<file path="config.mk">
export PLATFORM = sky130hd
export DESIGN_NAME = vga_frame_monitor
export DESIGN_NICKNAME = d
export VERILOG_FILES = /design/src/rtl/vga_mon_pkg.sv /design/src/rtl/vga_edge_sync.sv /design/src/rtl/vga_frame_monitor.sv
export SDC_FILE = /design/constraint.sdc
export NUM_CORES = 1
export LEC_CHECK = 0
export ABC_AREA = 1
export CORE_ASPECT_RATIO = 0.8
export CORE_MARGIN = 2
export CORE_UTILIZATION = 55
export CTS_CLUSTER_SIZE = 30
export DETAILED_ROUTE_END_ITERATION = 8
export PLACE_DENSITY = 0.85
export SYNTH_ARGS = -nofsm -noshare
export SYNTH_HDL_FRONTEND = slang
export SYNTH_SLANG_ARGS = --single-unit
</file>
<file path="constraint.sdc">
create_clock -name clk -period 13.2 [get_ports clk]
set_input_delay 2.64 -clock clk [delete_from_list [all_inputs] [get_ports clk]]
set_output_delay 2.64 -clock clk [all_outputs]
set_load 0.005 [all_outputs]
</file>
<file path="src/rtl/vga_mon_pkg.sv">
// Shared types and default widths for the VGA frame monitor.
package vga_mon_pkg;

  typedef enum logic {
    SEEK_FRAME = 1'b0,
    RUN        = 1'b1
  } phase_e;

  localparam int HCNT_W_DEF = 11;
  localparam int VCNT_W_DEF = 10;
  localparam int SUM_W      = 24;

endpackage

</file>
<file path="src/rtl/vga_edge_sync.sv">
// Input register for hsync/vsync, polarity normalisation to active-high and
// rising-edge detection (line edge / frame edge).
module vga_edge_sync #(
  parameter bit HSYNC_ACT_LOW = 1'b1,
  parameter bit VSYNC_ACT_LOW = 1'b1
) (
  input  logic clk,
  input  logic rst,
  input  logic hsync_i,
  input  logic vsync_i,
  output logic s_vld_o,
  output logic hs_o,
  output logic le_o,
  output logic fe_o
);

  logic hs_raw_q, vs_raw_q, vld_q, hs_prev_q, vs_prev_q;
  logic hs_n, vs_n;

  assign hs_n = hs_raw_q ^ HSYNC_ACT_LOW;
  assign vs_n = vs_raw_q ^ VSYNC_ACT_LOW;

  // Edges are masked until the register holds a real sample, so the reset
  // value of an active-low sync is never mistaken for an assertion.
  assign s_vld_o = vld_q;
  assign hs_o    = vld_q & hs_n;
  assign le_o    = vld_q & hs_n & ~hs_prev_q;
  assign fe_o    = vld_q & vs_n & ~vs_prev_q;

  always_ff @(posedge clk or posedge rst) begin
    if (rst) begin
      hs_raw_q  <= 1'b0;
      vs_raw_q  <= 1'b0;
      vld_q     <= 1'b0;
      hs_prev_q <= 1'b0;
      vs_prev_q <= 1'b0;
    end else begin
      hs_raw_q  <= hsync_i;
      vs_raw_q  <= vsync_i;
      vld_q     <= 1'b1;
      hs_prev_q <= hs_o;
      vs_prev_q <= vld_q & vs_n;
    end
  end

endmodule

</file>
<file path="src/rtl/vga_frame_monitor.sv">
// Receive-side VGA monitor: recovers pixel coordinates, measures line/frame
// timing, checksums each frame and reports timing lock.
module vga_frame_monitor
  import vga_mon_pkg::*;
#(
  parameter int HCNT_W        = HCNT_W_DEF,
  parameter int VCNT_W        = VCNT_W_DEF,
  parameter bit HSYNC_ACT_LOW = 1'b1,
  parameter bit VSYNC_ACT_LOW = 1'b1,
  parameter int LOCK_FRAMES   = 2
) (
  input  logic              clk,
  input  logic              rst,
  input  logic              hsync,
  input  logic              vsync,
  input  logic              hblank,
  input  logic              vblank,
  input  logic [7:0]        r,
  input  logic [7:0]        g,
  input  logic [7:0]        b,
  output logic              px_valid,
  output logic [HCNT_W-1:0] px_x,
  output logic [VCNT_W-1:0] px_y,
  output logic [HCNT_W-1:0] h_total,
  output logic [HCNT_W-1:0] h_active,
  output logic [HCNT_W-1:0] hsync_w,
  output logic [VCNT_W-1:0] v_total,
  output logic [VCNT_W-1:0] v_active,
  output logic [SUM_W-1:0]  frame_sum,
  output logic              frame_done,
  output logic              locked,
  output logic              ovf
);

  localparam int MW = $clog2(LOCK_FRAMES + 1);
  localparam logic [MW-1:0]     LOCK_N = MW'(LOCK_FRAMES);
  localparam logic [MW-1:0]     MMAX   = '1;
  localparam logic [HCNT_W-1:0] HMAX   = '1;
  localparam logic [VCNT_W-1:0] VMAX   = '1;

  function automatic logic [HCNT_W-1:0] hinc(input logic [HCNT_W-1:0] v, input logic en);
    return (en && v != HMAX) ? v + 1'b1 : v;
  endfunction

  function automatic logic [VCNT_W-1:0] vinc(input logic [VCNT_W-1:0] v, input logic en);
    return (en && v != VMAX) ? v + 1'b1 : v;
  endfunction

  logic s_vld, hs_s, le, fe;
  logic hb_q, vb_q;
  logic [SUM_W-1:0] pix_q;
  logic act_s, hact_s, hs_en;

  vga_edge_sync #(
    .HSYNC_ACT_LOW (HSYNC_ACT_LOW),
    .VSYNC_ACT_LOW (VSYNC_ACT_LOW)
  ) u_edge (
    .clk     (clk),
    .rst     (rst),
    .hsync_i (hsync),
    .vsync_i (vsync),
    .s_vld_o (s_vld),
    .hs_o    (hs_s),
    .le_o    (le),
    .fe_o    (fe)
  );

  // h_active measures the horizontal active window, so it ignores vblank.
  assign act_s  = s_vld & ~hb_q & ~vb_q;
  assign hact_s = s_vld & ~hb_q;
  assign hs_en  = hs_s;

  phase_e state_q, state_d;
  logic   publish;

  logic [HCNT_W-1:0] hcnt_q, hcnt_d, hact_q, hact_d, hsw_q, hsw_d;
  logic [HCNT_W-1:0] ltot_q, ltot_d, lact_q, lact_d, lsw_q, lsw_d, tot_end;
  logic              line_px_q, line_px_d;
  logic [VCNT_W-1:0] vcnt_q, vcnt_d, vact_q, vact_d, v_end, vact_end, y_cur;
  logic [SUM_W-1:0]  sum_q, sum_d;
  logic              ovf_acc_q, ovf_acc_d, ovf_evt;
  logic [MW-1:0]     match_q, match_d;
  logic              same;

  logic              px_valid_q, px_valid_d;
  logic [HCNT_W-1:0] px_x_q, px_x_d, h_total_q, h_total_d, h_active_q, h_active_d;
  logic [HCNT_W-1:0] hsync_w_q, hsync_w_d;
  logic [VCNT_W-1:0] px_y_q, px_y_d, v_total_q, v_total_d, v_active_q, v_active_d;
  logic [SUM_W-1:0]  frame_sum_q, frame_sum_d;
  logic              frame_done_q, frame_done_d, locked_q, locked_d, ovf_q, ovf_d;

  always_comb begin
    state_d = state_q;
    publish = 1'b0;
    unique case (state_q)
      SEEK_FRAME: if (fe) state_d = RUN;
      RUN:        publish = fe;
    endcase
  end

  always_comb begin
    hcnt_d = hcnt_q;  hact_d = hact_q;  hsw_d = hsw_q;  line_px_d = line_px_q;
    ltot_d = ltot_q;  lact_d = lact_q;  lsw_d = lsw_q;
    vcnt_d = vcnt_q;  vact_d = vact_q;  sum_d = sum_q;
    match_d = match_q;  ovf_evt = 1'b0;  same = 1'b0;
    px_valid_d = act_s;  px_x_d = px_x_q;  px_y_d = px_y_q;
    h_total_d = h_total_q;  h_active_d = h_active_q;  hsync_w_d = hsync_w_q;
    v_total_d = v_total_q;  v_active_d = v_active_q;  frame_sum_d = frame_sum_q;
    frame_done_d = 1'b0;  locked_d = locked_q;  ovf_d = ovf_q;
    tot_end = hinc(hcnt_q, 1'b1);

    // Line end is resolved first; the LE cycle itself opens the new line.
    if (le) begin
      ltot_d    = tot_end;
      lact_d    = hact_q;
      lsw_d     = hsw_q;
      hcnt_d    = '0;
      hact_d    = HCNT_W'(hact_s);
      hsw_d     = HCNT_W'(hs_en);
      line_px_d = act_s;
      vcnt_d    = vinc(vcnt_q, 1'b1);
      vact_d    = vinc(vact_q, line_px_q);
      ovf_evt   = (hcnt_q == HMAX) | (vcnt_q == VMAX) | (line_px_q & (vact_q == VMAX));
    end else begin
      hcnt_d    = hinc(hcnt_q, 1'b1);
      hact_d    = hinc(hact_q, hact_s);
      hsw_d     = hinc(hsw_q, hs_en);
      line_px_d = line_px_q | act_s;
      ovf_evt   = (hcnt_q == HMAX) | (hact_s & (hact_q == HMAX)) | (hs_en & (hsw_q == HMAX));
    end
    v_end    = vcnt_d;
    vact_end = vact_d;
    y_cur    = fe ? '0 : vact_d;

    if (act_s) begin
      px_x_d = px_valid_q ? hinc(px_x_q, 1'b1) : '0;
      px_y_d = y_cur;
      sum_d  = sum_q + pix_q;
    end

    ovf_acc_d = ovf_acc_q | ovf_evt;
    if (fe) begin
      vcnt_d    = '0;
      vact_d    = '0;
      sum_d     = act_s ? pix_q : '0;
      ovf_acc_d = 1'b0;
    end

    if (publish) begin
      h_total_d    = le ? tot_end : ltot_q;
      h_active_d   = le ? hact_q : lact_q;
      hsync_w_d    = le ? hsw_q : lsw_q;
      v_total_d    = v_end;
      v_active_d   = vact_end;
      frame_sum_d  = sum_q;
      ovf_d        = ovf_acc_q | ovf_evt;
      frame_done_d = 1'b1;
      same = (h_total_d == h_total_q) && (h_active_d == h_active_q) &&
             (v_total_d == v_total_q) && (v_active_d == v_active_q);
      match_d  = (same && !ovf_d) ? ((match_q == MMAX) ? match_q : match_q + 1'b1) : MW'(1);
      locked_d = (match_d >= LOCK_N);
    end
  end

  always_ff @(posedge clk or posedge rst) begin
    if (rst) begin
      hb_q <= 1'b0;  vb_q <= 1'b0;  pix_q <= '0;
      state_q <= SEEK_FRAME;
      hcnt_q <= '0;  hact_q <= '0;  hsw_q <= '0;  line_px_q <= 1'b0;
      ltot_q <= '0;  lact_q <= '0;  lsw_q <= '0;
      vcnt_q <= '0;  vact_q <= '0;  sum_q <= '0;  ovf_acc_q <= 1'b0;  match_q <= '0;
      px_valid_q <= 1'b0;  px_x_q <= '0;  px_y_q <= '0;
      h_total_q <= '0;  h_active_q <= '0;  hsync_w_q <= '0;
      v_total_q <= '0;  v_active_q <= '0;  frame_sum_q <= '0;
      frame_done_q <= 1'b0;  locked_q <= 1'b0;  ovf_q <= 1'b0;
    end else begin
      hb_q <= hblank;  vb_q <= vblank;  pix_q <= {b, g, r};
      state_q <= state_d;
      hcnt_q <= hcnt_d;  hact_q <= hact_d;  hsw_q <= hsw_d;  line_px_q <= line_px_d;
      ltot_q <= ltot_d;  lact_q <= lact_d;  lsw_q <= lsw_d;
      vcnt_q <= vcnt_d;  vact_q <= vact_d;  sum_q <= sum_d;  ovf_acc_q <= ovf_acc_d;
      match_q <= match_d;
      px_valid_q <= px_valid_d;  px_x_q <= px_x_d;  px_y_q <= px_y_d;
      h_total_q <= h_total_d;  h_active_q <= h_active_d;  hsync_w_q <= hsync_w_d;
      v_total_q <= v_total_d;  v_active_q <= v_active_d;  frame_sum_q <= frame_sum_d;
      frame_done_q <= frame_done_d;  locked_q <= locked_d;  ovf_q <= ovf_d;
    end
  end

  assign px_valid   = px_valid_q;
  assign px_x       = px_x_q;
  assign px_y       = px_y_q;
  assign h_total    = h_total_q;
  assign h_active   = h_active_q;
  assign hsync_w    = hsync_w_q;
  assign v_total    = v_total_q;
  assign v_active   = v_active_q;
  assign frame_sum  = frame_sum_q;
  assign frame_done = frame_done_q;
  assign locked     = locked_q;
  assign ovf        = ovf_q;

endmodule

</file>
==> metrics.yaml <==
status: "finished, final reports clean"
crit_chain: "clkdlybuf4s50_1"
place_ws_ns: 8.50
track_usage_pct: 25.5
clk_pin_slew_ns: 0.07
area_growth_syn_to_layout_pct: 19.3
vdd_drop_max_mv: 0.104
p_leak_nw: 7.06
power_mw: 2.12
root_buffer: "clkbuf_16"
cts-buffers-inserted: 25
ant_nets: 0
dr.pass1.iters: 5
synth_fa_ha_area_share_pct: 3.11
fin_crit_sh_pct: 32.0
ys.flop_type: "dfrtp_1"
crit_required_ns: 10.56
synth_seq_area_share_pct: 50.2
nets: 1713
fp.dieH_um: 138
synth-simple-area-share_pct: 26.1
crit_slowest_cell: "clkdlybuf4s50_1"
critPathTopFamily: "buffers and inverters"
combPwrFrac_pct: 22.7
maxCapViolCount: 0
internal-power_mw: 1.50
setup_violations: 0
die-area_um2: 23600
fin_ws_ns: 8.98
swShare_pct: 29.5
clock_sinks: 247
wire_per_inst_um: 14.9
seqPwrFrac_pct: 43.1
synth_top_area_share_pct: 50.2
grt_pass1_vias: 10100
arrival_ns: 1.58
cpPeakStageDelay_ns: 0.57
synth_edf_count: 0
syn_inst: 1534
postCtsHoldBufs: 0
grt_max_degree: 112
synth-compound-area-share_pct: 11.3
htreeDepth: 1
remaining_drc_errors: 0
layout_min_cycle_time_ns: 4.22
tightestPinTransition_ns: 0.966
slew_headroom_pct: 35.6
p_switching_uw: 626
async_reset_ff_share_pct: 100
drt_wl_total_mm: 29.3
antenna_found_initial: 0
io_buffers: 131
post-route-util_pct: 67.4
rows: 48
whs_path_depth: 2
synth_cell_types: 50
final_cell_area_um2: 14700
end_kind: "output pin"
netlist_area_um2: 12300
path_buf_inv: 1
grt_pass1_wl_mm: 48.6
first_iter_violations: 1062
ys_top_cells_by_count: "nand2_1, dfrtp_1, inv_1, o21ai_0, nor2_1"
post_cts_resized: 0
crit_type: "flip-flop to output pin"
power_frac_clock_pct: 34.1
clock_latency_ns: 0.51
synthMuxAreaShare_pct: 0
fin_skew_ns: 0.0124
yosysMostFrequentCell: "nand2_1"
synthTopCellsByArea: "dfrtp_1, nand2_1, o21ai_0, inv_1, nand3_1"
cts_tree: "done"
place_area_um2: 13900
cts.path.max_buffers: 3
post_cts_buffers: 0
vias: 10600
die_x_um: 171
coreArea_um2: 21800
startpoint_type: "flip-flop"
synth-xor-area-share_pct: 1.71
num_antenna_cells: 0
ys_warn_count: 0
max_freq_mhz: 237
place_congestion: 0.926
start_util_pct: 56.5
path_max_fanout: 7
synth_area_leader_cell: "dfrtp_1"
ys_ff_latch: 247
syn_avg_cell_area_um2: 8.03
hpwl_mm: 20.3
synth_top_family_by_area: "simple AND/OR/NAND/NOR gates"
synthesis.nets: 1594
rsz0062_at_grt: "no"
avgViaCountPerCell: 5.40
drive_gt1_share_pct: 5.99
hold_viol: 0
grt_overflow: 0
final.setup.tns_ns: 0
rr_worst_depth: 15
io_pins: 132
power_density_nw_per_um2: 144
worstSetupPathDepth: 1
slew_violations: 0
worstHoldPathType: "flip-flop to flip-flop"
## power by group through the flow
| stage | Sequential (mW) | Combinational, mW | Clock, mW |
|---|---|---|---|
| 2_1_floorplan | 0.912 | 0.305 | 0 |
| 3_3_place_gp | 0.922 | 0.460 | 0 |
| 3_5_place_dp | 0.925 | 0.476 | 0 |
| 4_1_cts | 0.914 | 0.481 | 0.734 |
| 5_1_grt | 0.926 | 0.548 | 0.766 |
| 6_report | 0.915 | 0.483 | 0.724 |
## cells by family after synthesis
logic type	Yosys count
DFF	247
AOI/OAI and AO/OA	253
buffers and inverters	230
xor gates and xnor gates	24
other	1
adders and majority gates	30
and+or+nand+nor	749
## state kept, by name, summed over array words and instances, names as in the netlist, 2 cells and up
name       count
match_q        2
frame_sum     24
hsync_w       11
h_active      11
pix_q         24
lsw_q         11
hsw_q         11
sum_q         24
v_active      10
px_y          10
px_x          11
hact_q        11
ltot_q        11
v_total       10
vact_q        10
hcnt_q        11
vcnt_q        10
h_total       11
lact_q        11
## cell usage in the layout, fill, tap and decap left out, types with 2 or more instances in the layout
| cell type | n |
|---|---|
| o21ai_1 | 4 |
| nor2_1 | 115 |
| nor2_2 | 7 |
| bufinv_16 | 3 |
| o21a_1 | 2 |
| nand3_2 | 3 |
| clkbuf_16 | 25 |
| xnor2_1 | 9 |
| a21oi_1 | 55 |
| o22ai_1 | 15 |
| clkdlybuf4s50_1 | 131 |
| o211ai_1 | 8 |
| nor4_1 | 6 |
| clkbuf_1 | 4 |
| nor3b_1 | 5 |
| xor2_1 | 15 |
| a31oi_1 | 2 |
| inv_1 | 177 |
| clkbuf_8 | 6 |
| or2_2 | 18 |
| nand3_1 | 93 |
| nand2_2 | 6 |
| ha_1 | 29 |
| nor3_1 | 19 |
| o21ai_2 | 3 |
| nand2_1 | 441 |
| clkinv_2 | 3 |
| inv_2 | 4 |
| o21ai_0 | 138 |
| nor2_4 | 5 |
| nand4_1 | 18 |
| a21o_1 | 4 |
| dfrtp_1 | 247 |
| o21bai_1 | 13 |
| nand3b_1 | 8 |
| buf_4 | 9 |
## through the flow
stage | hold WS (ns) | instances
2_1_floorplan | 0.423 | 1534
5_1_grt | 0.501 | 1969
3_5_place_dp | 0.460 | 1926
4_1_cts | 0.478 | 1969
3_3_place_gp | 0.456 | 1926
6_report | 0.475 | 1969
## final cells by class
cell class	instances	area (um^2)
inverter	182	691
clock inverter	8	121
sequential	247	6180
multi-input combinational	1057	5230
timing repair buffer	140	1380
clock buffer	35	723
fill	1705	7110
tap	300	375
## worst paths after layout
kind                                 startpoint         end  slack (ns)
worst max-delay path                   px_valid    px_valid        8.98
worst min-delay path                   lsw_q[7]    lsw_q[7]        0.48
worst max register to register  u_edge.hs_raw_q  match_q[0]       10.09
worst min register to register         lsw_q[7]    lsw_q[7]        0.48
max in group asynchronous                   rst   ltot_q[3]        9.12
min in group asynchronous                   rst  hsync_w[4]        2.65
## per-layer routing
layer  global-route usage, %  wire [um]  vias to the layer above
li1                        -          -                     5169
met1                    37.0      13500                     5015
met2                    39.0      12800                      393
met3                    5.20       2320                       53
met4                    7.58        664                        0
met5                       0          0                        -
(Power assumes the default switching activity.)
